### src/rtl/tub_reg_translator_pkg.sv
// Shared constants for the trigger utility board register translator.
// Mode encodings and parameter limits used by the top and the per-channel stretcher.
package tub_pkg;
   localparam logic MODE_REG        = 1'b0;
   localparam logic MODE_STRETCH    = 1'b1;
   localparam int   SYNC_STAGES_MAX = 4;
   localparam int   CNT_W_DEF       = 8;
endpackage

### src/rtl/tub_stretch_chan.sv
// One trigger channel: edge detect against the previous synchronised level,
// then either registered pass-through or a retriggerable pulse stretcher.
module tub_stretch_chan
   import tub_pkg::*;
#(
   parameter int CNT_W = CNT_W_DEF
) (
   input  logic             clk,
   input  logic             rst_n,
   input  logic             sclr,
   input  logic             ds,
   input  logic             en,
   input  logic             mode,
   input  logic [CNT_W-1:0] stretch_len,
   output logic             q,
   output logic             edge_pulse
);

   logic             prev;
   logic             rise;
   logic             q_nxt;
   logic [CNT_W-1:0] cnt;
   logic [CNT_W-1:0] cnt_nxt;

   assign rise = ds & ~prev & en;

   // A rise always reloads, so a retrigger extends the pulse and beats cnt hitting 0.
   always_comb begin
      q_nxt   = 1'b0;
      cnt_nxt = '0;
      if (mode == MODE_REG) begin
         q_nxt = ds & en;
      end else if (!en) begin
         q_nxt = 1'b0;
      end else if (rise) begin
         q_nxt   = 1'b1;
         cnt_nxt = (stretch_len == '0) ? '0 : stretch_len - CNT_W'(1);
      end else if (cnt != '0) begin
         q_nxt   = 1'b1;
         cnt_nxt = cnt - CNT_W'(1);
      end
   end

   always_ff @(posedge clk or negedge rst_n) begin
      if (!rst_n) begin
         prev       <= 1'b0;
         cnt        <= '0;
         q          <= 1'b0;
         edge_pulse <= 1'b0;
      end else if (sclr) begin
         prev       <= 1'b0;
         cnt        <= '0;
         q          <= 1'b0;
         edge_pulse <= 1'b0;
      end else begin
         prev       <= ds;
         cnt        <= cnt_nxt;
         q          <= q_nxt;
         edge_pulse <= rise;
      end
   end

endmodule

### src/rtl/tub_reg_translator.sv
// Registered ECL-to-TTL trigger translator: optional synchroniser chain feeding
// WIDTH per-channel mask / edge-detect / pulse-stretch lanes.
module tub_reg_translator
   import tub_pkg::*;
#(
   parameter int WIDTH       = 6,
   parameter int SYNC_STAGES = 0,
   parameter int CNT_W       = CNT_W_DEF
) (
   input  logic             CLK,
   input  logic             MR_,
   input  logic             SCLR,
   input  logic [WIDTH-1:0] D,
   input  logic [WIDTH-1:0] EN,
   input  logic             MODE,
   input  logic [CNT_W-1:0] STRETCH_LEN,
   output logic [WIDTH-1:0] Q,
   output logic [WIDTH-1:0] EDGE
);

   // Out-of-range depths are clamped rather than left to build an oversized chain.
   localparam int STAGES = (SYNC_STAGES > SYNC_STAGES_MAX) ? SYNC_STAGES_MAX :
                           (SYNC_STAGES < 0)               ? 0 : SYNC_STAGES;

   logic [WIDTH-1:0] ds;

   if (STAGES == 0) begin : g_nosync
      assign ds = D;
   end else begin : g_sync
      logic [STAGES-1:0][WIDTH-1:0] sync_q;

      always_ff @(posedge CLK or negedge MR_) begin
         if (!MR_) begin
            sync_q <= '0;
         end else if (SCLR) begin
            sync_q <= '0;
         end else begin
            sync_q[0] <= D;
            for (int s = 1; s < STAGES; s++) sync_q[s] <= sync_q[s-1];
         end
      end

      assign ds = sync_q[STAGES-1];
   end

   for (genvar i = 0; i < WIDTH; i++) begin : g_chan
      tub_stretch_chan #(.CNT_W(CNT_W)) u_chan (
         .clk         (CLK),
         .rst_n       (MR_),
         .sclr        (SCLR),
         .ds          (ds[i]),
         .en          (EN[i]),
         .mode        (MODE),
         .stretch_len (STRETCH_LEN),
         .q           (Q[i]),
         .edge_pulse  (EDGE[i])
      );
   end

endmodule
### config.mk
export PLATFORM = sky130hd
export DESIGN_NAME = tub_reg_translator
export DESIGN_NICKNAME = d
export VERILOG_FILES = /design/src/rtl/tub_reg_translator_pkg.sv /design/src/rtl/tub_stretch_chan.sv /design/src/rtl/tub_reg_translator.sv
export SDC_FILE = /design/constraint.sdc
export NUM_CORES = 1
export LEC_CHECK = 0
export CAP_MARGIN = 20
export CORE_MARGIN = 10
export CORE_UTILIZATION = 61
export CTS_BUF_LIST = sky130_fd_sc_hd__clkbuf_4 sky130_fd_sc_hd__clkbuf_8
export DETAILED_ROUTE_END_ITERATION = 7
export PLACE_DENSITY = 0.83
export RECOVER_POWER = 25
export SYNTH_ARGS = -nofsm -noshare
export SYNTH_HDL_FRONTEND = slang
export SYNTH_HIERARCHICAL = 1
export SYNTH_SLANG_ARGS = --single-unit
### constraint.sdc
create_clock -name CLK -period 4.74 [get_ports CLK]
set_input_delay 0.711 -clock CLK [delete_from_list [all_inputs] [get_ports CLK]]
set_output_delay 0.711 -clock CLK [all_outputs]
set_load 0.005 [all_outputs]
[Yosys cells after proc, flatten, opt, wreduce, memory -nomap -nowiden]
Index checks and enable logic that the tools add are counted.
Cells by class
  reductions and logical operators: 7
  bitwise gates (word level): 24
  add/subtract/negate cells: 7
  mux-type cells: 73
Operators by type and width (number)
  8-bit 2-to-1 mux: 31
  8-bit by 1-bit subtractor with 8-bit output, second input constant: 7
  8-bit nonzero test: 6
  1-bit 2-to-1 mux: 42
  1-bit AND: 18
  8-bit logical NOT: 1
  1-bit NOT: 6
Word-level totals
  register bits: 66
  input port bits: 24

[Longest topological paths before layout]
  depth after elaboration: 7
  gate-level depth with buffers: 6

[Cells and area by module]
The synthesis kept the hierarchy.
By module, submodules not included
  tub_stretch_chan (g_chan[0].u_chan ...): times used 4, cells an instance 77, area an instance 738.2 µm²
  tub_stretch_chan (g_chan[4].u_chan ...): times used 2, cells an instance 79, area an instance 729.4 µm²

[Least setup slack after synthesis]
OpenSTA, ideal clock, no wires.
  path type: input port to flip-flop
  from: in STRETCH_LEN[4]
  to: reg g_chan[0].u_chan.cnt[7]
  path buffers: 0
  data arrival time: 2.048 ns
  path slack: 2.602 ns
  cell stages on the path: 4
  required time: 4.650 ns
  cells stage by stage: or4_4 or4_1 and3_1 a211oi_2
On the way
  cells in the longest elaborated chain, start to end: 6
Ends and longest elaborated chain
  start: declaration: RTL line tub_reg_translator.sv:16  | input logic [CNT_W-1:0] STRETCH_LEN,
  8-bit by 1-bit subtractor with 8-bit output or 8-bit logical NOT (tied branches): RTL line tub_stretch_chan.sv:37  | cnt_nxt = (stretch_len == '0) ? '0 : stretch_len - CNT_W'(1);
  8-bit 2-to-1 mux *: RTL line tub_stretch_chan.sv:37
  8-bit 2-to-1 mux *: RTL line tub_stretch_chan.sv:35  | end else if (rise) begin
  8-bit 2-to-1 mux *: RTL line tub_stretch_chan.sv:33  | end else if (!en) begin
  8-bit 2-to-1 mux *: RTL line tub_stretch_chan.sv:31  | if (mode == MODE_REG) begin
  8-bit 2-to-1 mux *: RTL line tub_stretch_chan.sv:50  | end else if (sclr) begin
  end signal: assignment: RTL line tub_stretch_chan.sv:57  | cnt <= cnt_nxt;
  end: declaration: RTL line tub_stretch_chan.sv:22  | logic [CNT_W-1:0] cnt;
Every way passes the cells marked *; elsewhere a longest branch is shown, timed or not.

[Worst setup path in the final report]
  from: in STRETCH_LEN[0]
  to: reg g_chan[5].u_chan.cnt[5]
On the way
  cells in the longest elaborated chain, start to end: 6
Ends and longest elaborated chain (RTL line)
  8-bit by 1-bit subtractor with 8-bit output or 8-bit logical NOT (tied branches): tub_stretch_chan.sv:37
  8-bit 2-to-1 mux *: tub_stretch_chan.sv:37
  8-bit 2-to-1 mux *: tub_stretch_chan.sv:35
  8-bit 2-to-1 mux *: tub_stretch_chan.sv:33
  8-bit 2-to-1 mux *: tub_stretch_chan.sv:31
  8-bit 2-to-1 mux *: tub_stretch_chan.sv:50
  end signal: assignment: tub_stretch_chan.sv:57
  end: declaration: tub_stretch_chan.sv:22
Marked as above.

==> flow_summary.html <==
<table>
<tr><th>Metric</th><th>Value</th></tr>
<tr><th colspan="2">Worst setup path</th></tr>
<tr><td>Biggest fanout along the worst timing path</td><td>17</td></tr>
<tr><td>Critical path capture point type</td><td>register</td></tr>
<tr><td>Slowest cell on crit path</td><td>sky130_fd_sc_hd__clkdlybuf4s50_1</td></tr>
<tr><td>Worst-path cell chain</td><td>clkdlybuf4s50_1 &gt; buf_4 &gt; inv_1 &gt; ha_1 &gt; nor2b_1 &gt; a31oi_1 &gt; o21ai_0 &gt; a31oi_1</td></tr>
<tr><td>Capturing point of the worst reg2reg path</td><td>g_chan[5].u_chan/cnt[7]</td></tr>
<tr><td>Data arrival, critical path</td><td>3.29 ns</td></tr>
<tr><td>Category of the worst setup path launch point</td><td>input pin</td></tr>
<tr><td>Endpoint required time on the critical path</td><td>approximately 5 ns</td></tr>
<tr><td>Cell depth of the worst flop-to-flop path</td><td>4</td></tr>
<tr><td>Reg-to-reg critical path startpoint</td><td>g_chan[5].u_chan/prev</td></tr>
<tr><td>Classification of the worst setup path</td><td>in -&gt; reg</td></tr>
<tr><td>Worst reg2reg setup slack</td><td>approximately 2.9 ns</td></tr>
<tr><td>Largest stage delay on the critical path</td><td>just under 0.9 ns</td></tr>
<tr><td>Cell with the most instances on the worst path</td><td>sky130_fd_sc_hd__a31oi_1</td></tr>
<tr><th colspan="2">Pwr</th></tr>
<tr><td>Sequential Power Share</td><td>between 40% and 50%</td></tr>
<tr><td>Combinational share of power</td><td>a little under a quarter</td></tr>
<tr><td>Peak supply drop</td><td>between 0.15 and 0.2 mV</td></tr>
<tr><td>Switching power of the nets</td><td>roughly 420 uW</td></tr>
<tr><td>Tot Pwr</td><td>between 1000 and 1500 uW</td></tr>
<tr><td>Switching power as a share of total power</td><td>29.62%</td></tr>
<tr><td>Total leakage power</td><td>~0.0023 uW</td></tr>
<tr><td>Internal Dissipation</td><td>986.9 uW</td></tr>
<tr><td>Clock share of power</td><td>between 30% and 40%</td></tr>
<tr><td>Power density over the cells</td><td>~280 mW/mm2</td></tr>
<tr><th colspan="2">Global route</th></tr>
<tr><td>Wire length of the first global-routing pass</td><td>approximately 17000 um</td></tr>
<tr><td>Largest net degree at the start of global routing</td><td>67</td></tr>
<tr><td>Overall global routing resource usage</td><td>18.65%</td></tr>
<tr><td>Via count of the first global-routing pass</td><td>about 3700</td></tr>
<tr><td>Final global-route overflow total</td><td>0</td></tr>
<tr><td>Antenna violations before repair</td><td>0</td></tr>
<tr><th colspan="2">CTS</th></tr>
<tr><td>Count of hold-fix buffers inserted at cts</td><td>0</td></tr>
<tr><td>CTS tree</td><td>done</td></tr>
<tr><td>Root Driver</td><td>sky130_fd_sc_hd__clkbuf_8</td></tr>
<tr><td>CTS clk-pin slew, worst paths</td><td>0.08 ns</td></tr>
<tr><td>Setup bufs post-CTS</td><td>0</td></tr>
<tr><td>CTS resizes</td><td>0</td></tr>
<tr><td>Clock buffers created by TritonCTS</td><td>9</td></tr>
<tr><td>Longest Clk Path Bufs</td><td>2</td></tr>
<tr><td>CTS HTree Levels</td><td>3</td></tr>
<tr><td>Number of sinks driven by the clock tree</td><td>66</td></tr>
<tr><td>Clock latency of the later-clocked register in the worst-skew pair</td><td>0.34 ns</td></tr>
<tr><th colspan="2">Floorplan</th></tr>
<tr><td>Floorplan core area</td><td>0.006907 mm2</td></tr>
<tr><td>Number of rows in the core area</td><td>30</td></tr>
<tr><td>Starting Density</td><td>between 60% and 70%</td></tr>
<tr><td>Height of the die</td><td>between 100 and 150 um</td></tr>
<tr><td>Die ar.</td><td>~0.011 mm2</td></tr>
<tr><td>Die outline width</td><td>approximately 110 um</td></tr>
<tr><td>Total I/O pin count</td><td>36</td></tr>
<tr><th colspan="2">Route</th></tr>
<tr><td>Total via count after detailed routing</td><td>3710</td></tr>
<tr><td>Post-detailed-route wirelength per cell</td><td>16.64 um</td></tr>
<tr><td>1st-iter DRT viols</td><td>roughly 170</td></tr>
<tr><td>Router iterations before antenna repair</td><td>4</td></tr>
<tr><td>Count of unresolved DRC violations after routing</td><td>0</td></tr>
<tr><td>Post-DRT Antenna Nets</td><td>0</td></tr>
<tr><td>Routed Wire Length</td><td>roughly 10000 um</td></tr>
<tr><td>Via/cell ratio</td><td>6.072</td></tr>
<tr><th colspan="2">Status</th></tr>
<tr><td>Result of the run</td><td>completed</td></tr>
<tr><th colspan="2">Timing</th></tr>
<tr><td>Final Hold Viols</td><td>0</td></tr>
<tr><td>Total Neg Setup Slack</td><td>0 ns</td></tr>
<tr><td>Max-Slew Margin vs Limit</td><td>a little under two fifths</td></tr>
<tr><td>Final Slew Violations</td><td>0</td></tr>
<tr><td>Worst hold slack</td><td>about 0.54 ns</td></tr>
<tr><td>Highest clock frequency the design can meet</td><td>between 300 and 400 MHz</td></tr>
<tr><td>Final period util</td><td>between 60 and 70%</td></tr>
<tr><td>Setup violation total in the final timing report</td><td>0</td></tr>
<tr><td>Final critical delay including setup and external delays</td><td>roughly 3 ns</td></tr>
<tr><td>Post-Route Skew</td><td>approximately 0.012 ns</td></tr>
<tr><td>Unrepaired setup endpoints after global routing</td><td>false</td></tr>
<tr><td>Worst-margin pin slew</td><td>~0.94 ns</td></tr>
<tr><th colspan="2">Finish</th></tr>
<tr><td>Share of layout cells above drive strength 1</td><td>7.184%</td></tr>
<tr><td>Number of non-filler instances in the completed layout</td><td>611</td></tr>
<tr><td>Commonest non-fill, non-tap cell in the layout</td><td>sky130_fd_sc_hd__dfrtp_1</td></tr>
<tr><td>Finished Core Util</td><td>around three quarters</td></tr>
<tr><td>Fill cell total of the finished layout</td><td>between 500 and 600</td></tr>
<tr><td>Most frequent cells in the layout</td><td>66 x sky130_fd_sc_hd__dfrtp_1, 50 x sky130_fd_sc_hd__nor2_1, 34 x sky130_fd_sc_hd__inv_1, 34 x sky130_fd_sc_hd__clkdlybuf4s50_1, 32 x sky130_fd_sc_hd__xor2_1</td></tr>
<tr><td>Number of inserted diodes</td><td>0</td></tr>
<tr><td>Layout Nets</td><td>between 500 and 600</td></tr>
<tr><td>P&amp;R area growth vs syn</td><td>14.89%</td></tr>
<tr><th colspan="2">Place</th></tr>
<tr><td>Total of buffers placed on input and output ports</td><td>35</td></tr>
<tr><td>Placer congestion estimate</td><td>between 0.8 and 0.9</td></tr>
<tr><td>Post-detailed-placement half-perimeter wirelength</td><td>7121 um</td></tr>
<tr><td>Placed cell count</td><td>a little under 600</td></tr>
<tr><th colspan="2">Synth</th></tr>
<tr><td>Synth Flop Type</td><td>sky130_fd_sc_hd__dfrtp_1</td></tr>
<tr><td>Sequential fraction of the synthesis area</td><td>about 37%</td></tr>
<tr><td>Gate count after technology mapping</td><td>about 470</td></tr>
<tr><td>Post-synth EDFFs</td><td>0</td></tr>
<tr><td>Nets in the synthesized netlist</td><td>between 500 and 600</td></tr>
<tr><td>Distinct cell type count of the synthesized netlist</td><td>around 40</td></tr>
<tr><td>Cell area after synthesis</td><td>~0.0044 mm2</td></tr>
<tr><td>Avg Cell Area, Syn</td><td>approximately 9.5 um2</td></tr>
<tr><td>Proportion of synthesized flip-flops having asynchronous set or reset</td><td>100.0%</td></tr>
<tr><td>Count of warnings emitted by yosys</td><td>6</td></tr>
<tr><td>Synthesis-stage register bit count</td><td>66</td></tr>
<tr><th colspan="2">Min path</th></tr>
<tr><td>Worst min-delay path category</td><td>in -&gt; async</td></tr>
<tr><th colspan="2">Run</th></tr>
<tr><td>Max Cap Viol</td><td>0</td></tr>
</table>
[through the flow]
stage	worst slack (ns)	instance area (um2)
after floorplan	2.602	4412
after global placement	1.486	4880
after detailed placement	1.388	4880
after CTS	1.738	5069
after global routing	1.533	5069
final	1.700	5069
[cells by family after synthesis]
logic type                 Yosys count  synth area share [%]
and+or+nand+nor                    196                 26.60
adders and majority gates           24                 6.807
xor gates and xnor gates            50                 9.926
AOI/OAI and AO/OA                   90                 15.71
buffers and inverters               40                 3.517
DFF                                 66                 37.44
[worst max-delay path by stage]
| stage | from | endpoint | slack, ns | cells past startpoint |
|---|---|---|---|---|
| final | STRETCH_LEN[0] | g_chan[5].u_chan/cnt[5] | 1.70 | 8 |
| after global routing | STRETCH_LEN[1] | g_chan[5].u_chan/cnt[5] | 1.53 | 7 |
| after CTS | STRETCH_LEN[0] | g_chan[5].u_chan/cnt[5] | 1.74 | 8 |
| after detailed placement | STRETCH_LEN[0] | g_chan[5].u_chan/cnt[5] | 1.39 | 8 |
| after global placement | STRETCH_LEN[4] | g_chan[0].u_chan/cnt[3] | 1.49 | 5 |
| after floorplan | STRETCH_LEN[4] | g_chan[0].u_chan/cnt[7] | 2.60 | 4 |
[cell type report]
class / count / area [um2] / share of cell area (%)
clock inverter: 6 / 57.56 / 1.136
clock buffer: 10 / 131.4 / 2.592
sequential: 66 / 1652 / 32.58
multi-input combinational: 360 / 2605 / 51.39
timing repair buffer: 39 / 375.4 / 7.406
inverter: 34 / 127.6 / 2.518
tap: 96 / 120.1 / 2.370
[power by group through the flow]
stage          Clock [uW]  Combinational, uW  Sequential (uW)
6_report              456                337              609
4_1_cts               464                337              608
3_3_place_gp            0                323              618
5_1_grt               493                376              612
3_5_place_dp            0                332              619
2_1_floorplan           0                218              615
[worst max-delay path: cells and delay by family]
family | cells | cell delay [ns]
adders and majority gates | 1 | 0.22
and+or+nand+nor | 1 | 0.15
AOI/OAI and AO/OA | 3 | 0.90
buffers and inverters | 3 | 1.30
[layer usage]
metal	share of wire, %	track usage [%]
met1	44	23.89
met4	1.5	6.765
met5	0	0
met3	5.7	4.238
met2	48	30.03
[sequential cells by signal, summed over array words and instances, names as in the netlist]
name and flops:
g_chan.u_chan/cnt 48, g_chan.u_chan/q 6, g_chan.u_chan/prev 6, g_chan.u_chan/edge_pulse 6
[synth_stat cells (6+ instances only)]
cell	n	share of area (%)
sky130_fd_sc_hd__xor2_1	32	6.4
sky130_fd_sc_hd__xnor2_1	18	3.6
sky130_fd_sc_hd__nor3_1	22	2.5
sky130_fd_sc_hd__inv_1	34	2.9
sky130_fd_sc_hd__o31ai_1	6	1.0
sky130_fd_sc_hd__a211oi_1	16	2.7
sky130_fd_sc_hd__and3b_1	8	1.6
sky130_fd_sc_hd__a21oi_1	8	0.91
sky130_fd_sc_hd__nor2_1	50	4.3
sky130_fd_sc_hd__nor3b_1	20	3.4
sky130_fd_sc_hd__nand4b_1	6	1.2
sky130_fd_sc_hd__a311oi_1	6	1.2
sky130_fd_sc_hd__nor4_1	8	1.1
sky130_fd_sc_hd__or4_4	6	1.5
sky130_fd_sc_hd__or4_1	6	1.0
sky130_fd_sc_hd__ha_1	24	6.8
sky130_fd_sc_hd__nand2_1	22	1.9
sky130_fd_sc_hd__dfrtp_1	66	37
sky130_fd_sc_hd__nand3b_1	12	2.0
sky130_fd_sc_hd__nor2b_1	8	1.1
sky130_fd_sc_hd__o21ai_0	6	0.68
sky130_fd_sc_hd__a22oi_1	6	1.0
sky130_fd_sc_hd__a2bb2oi_1	16	3.2
Power figures use the tool's default switching activity.
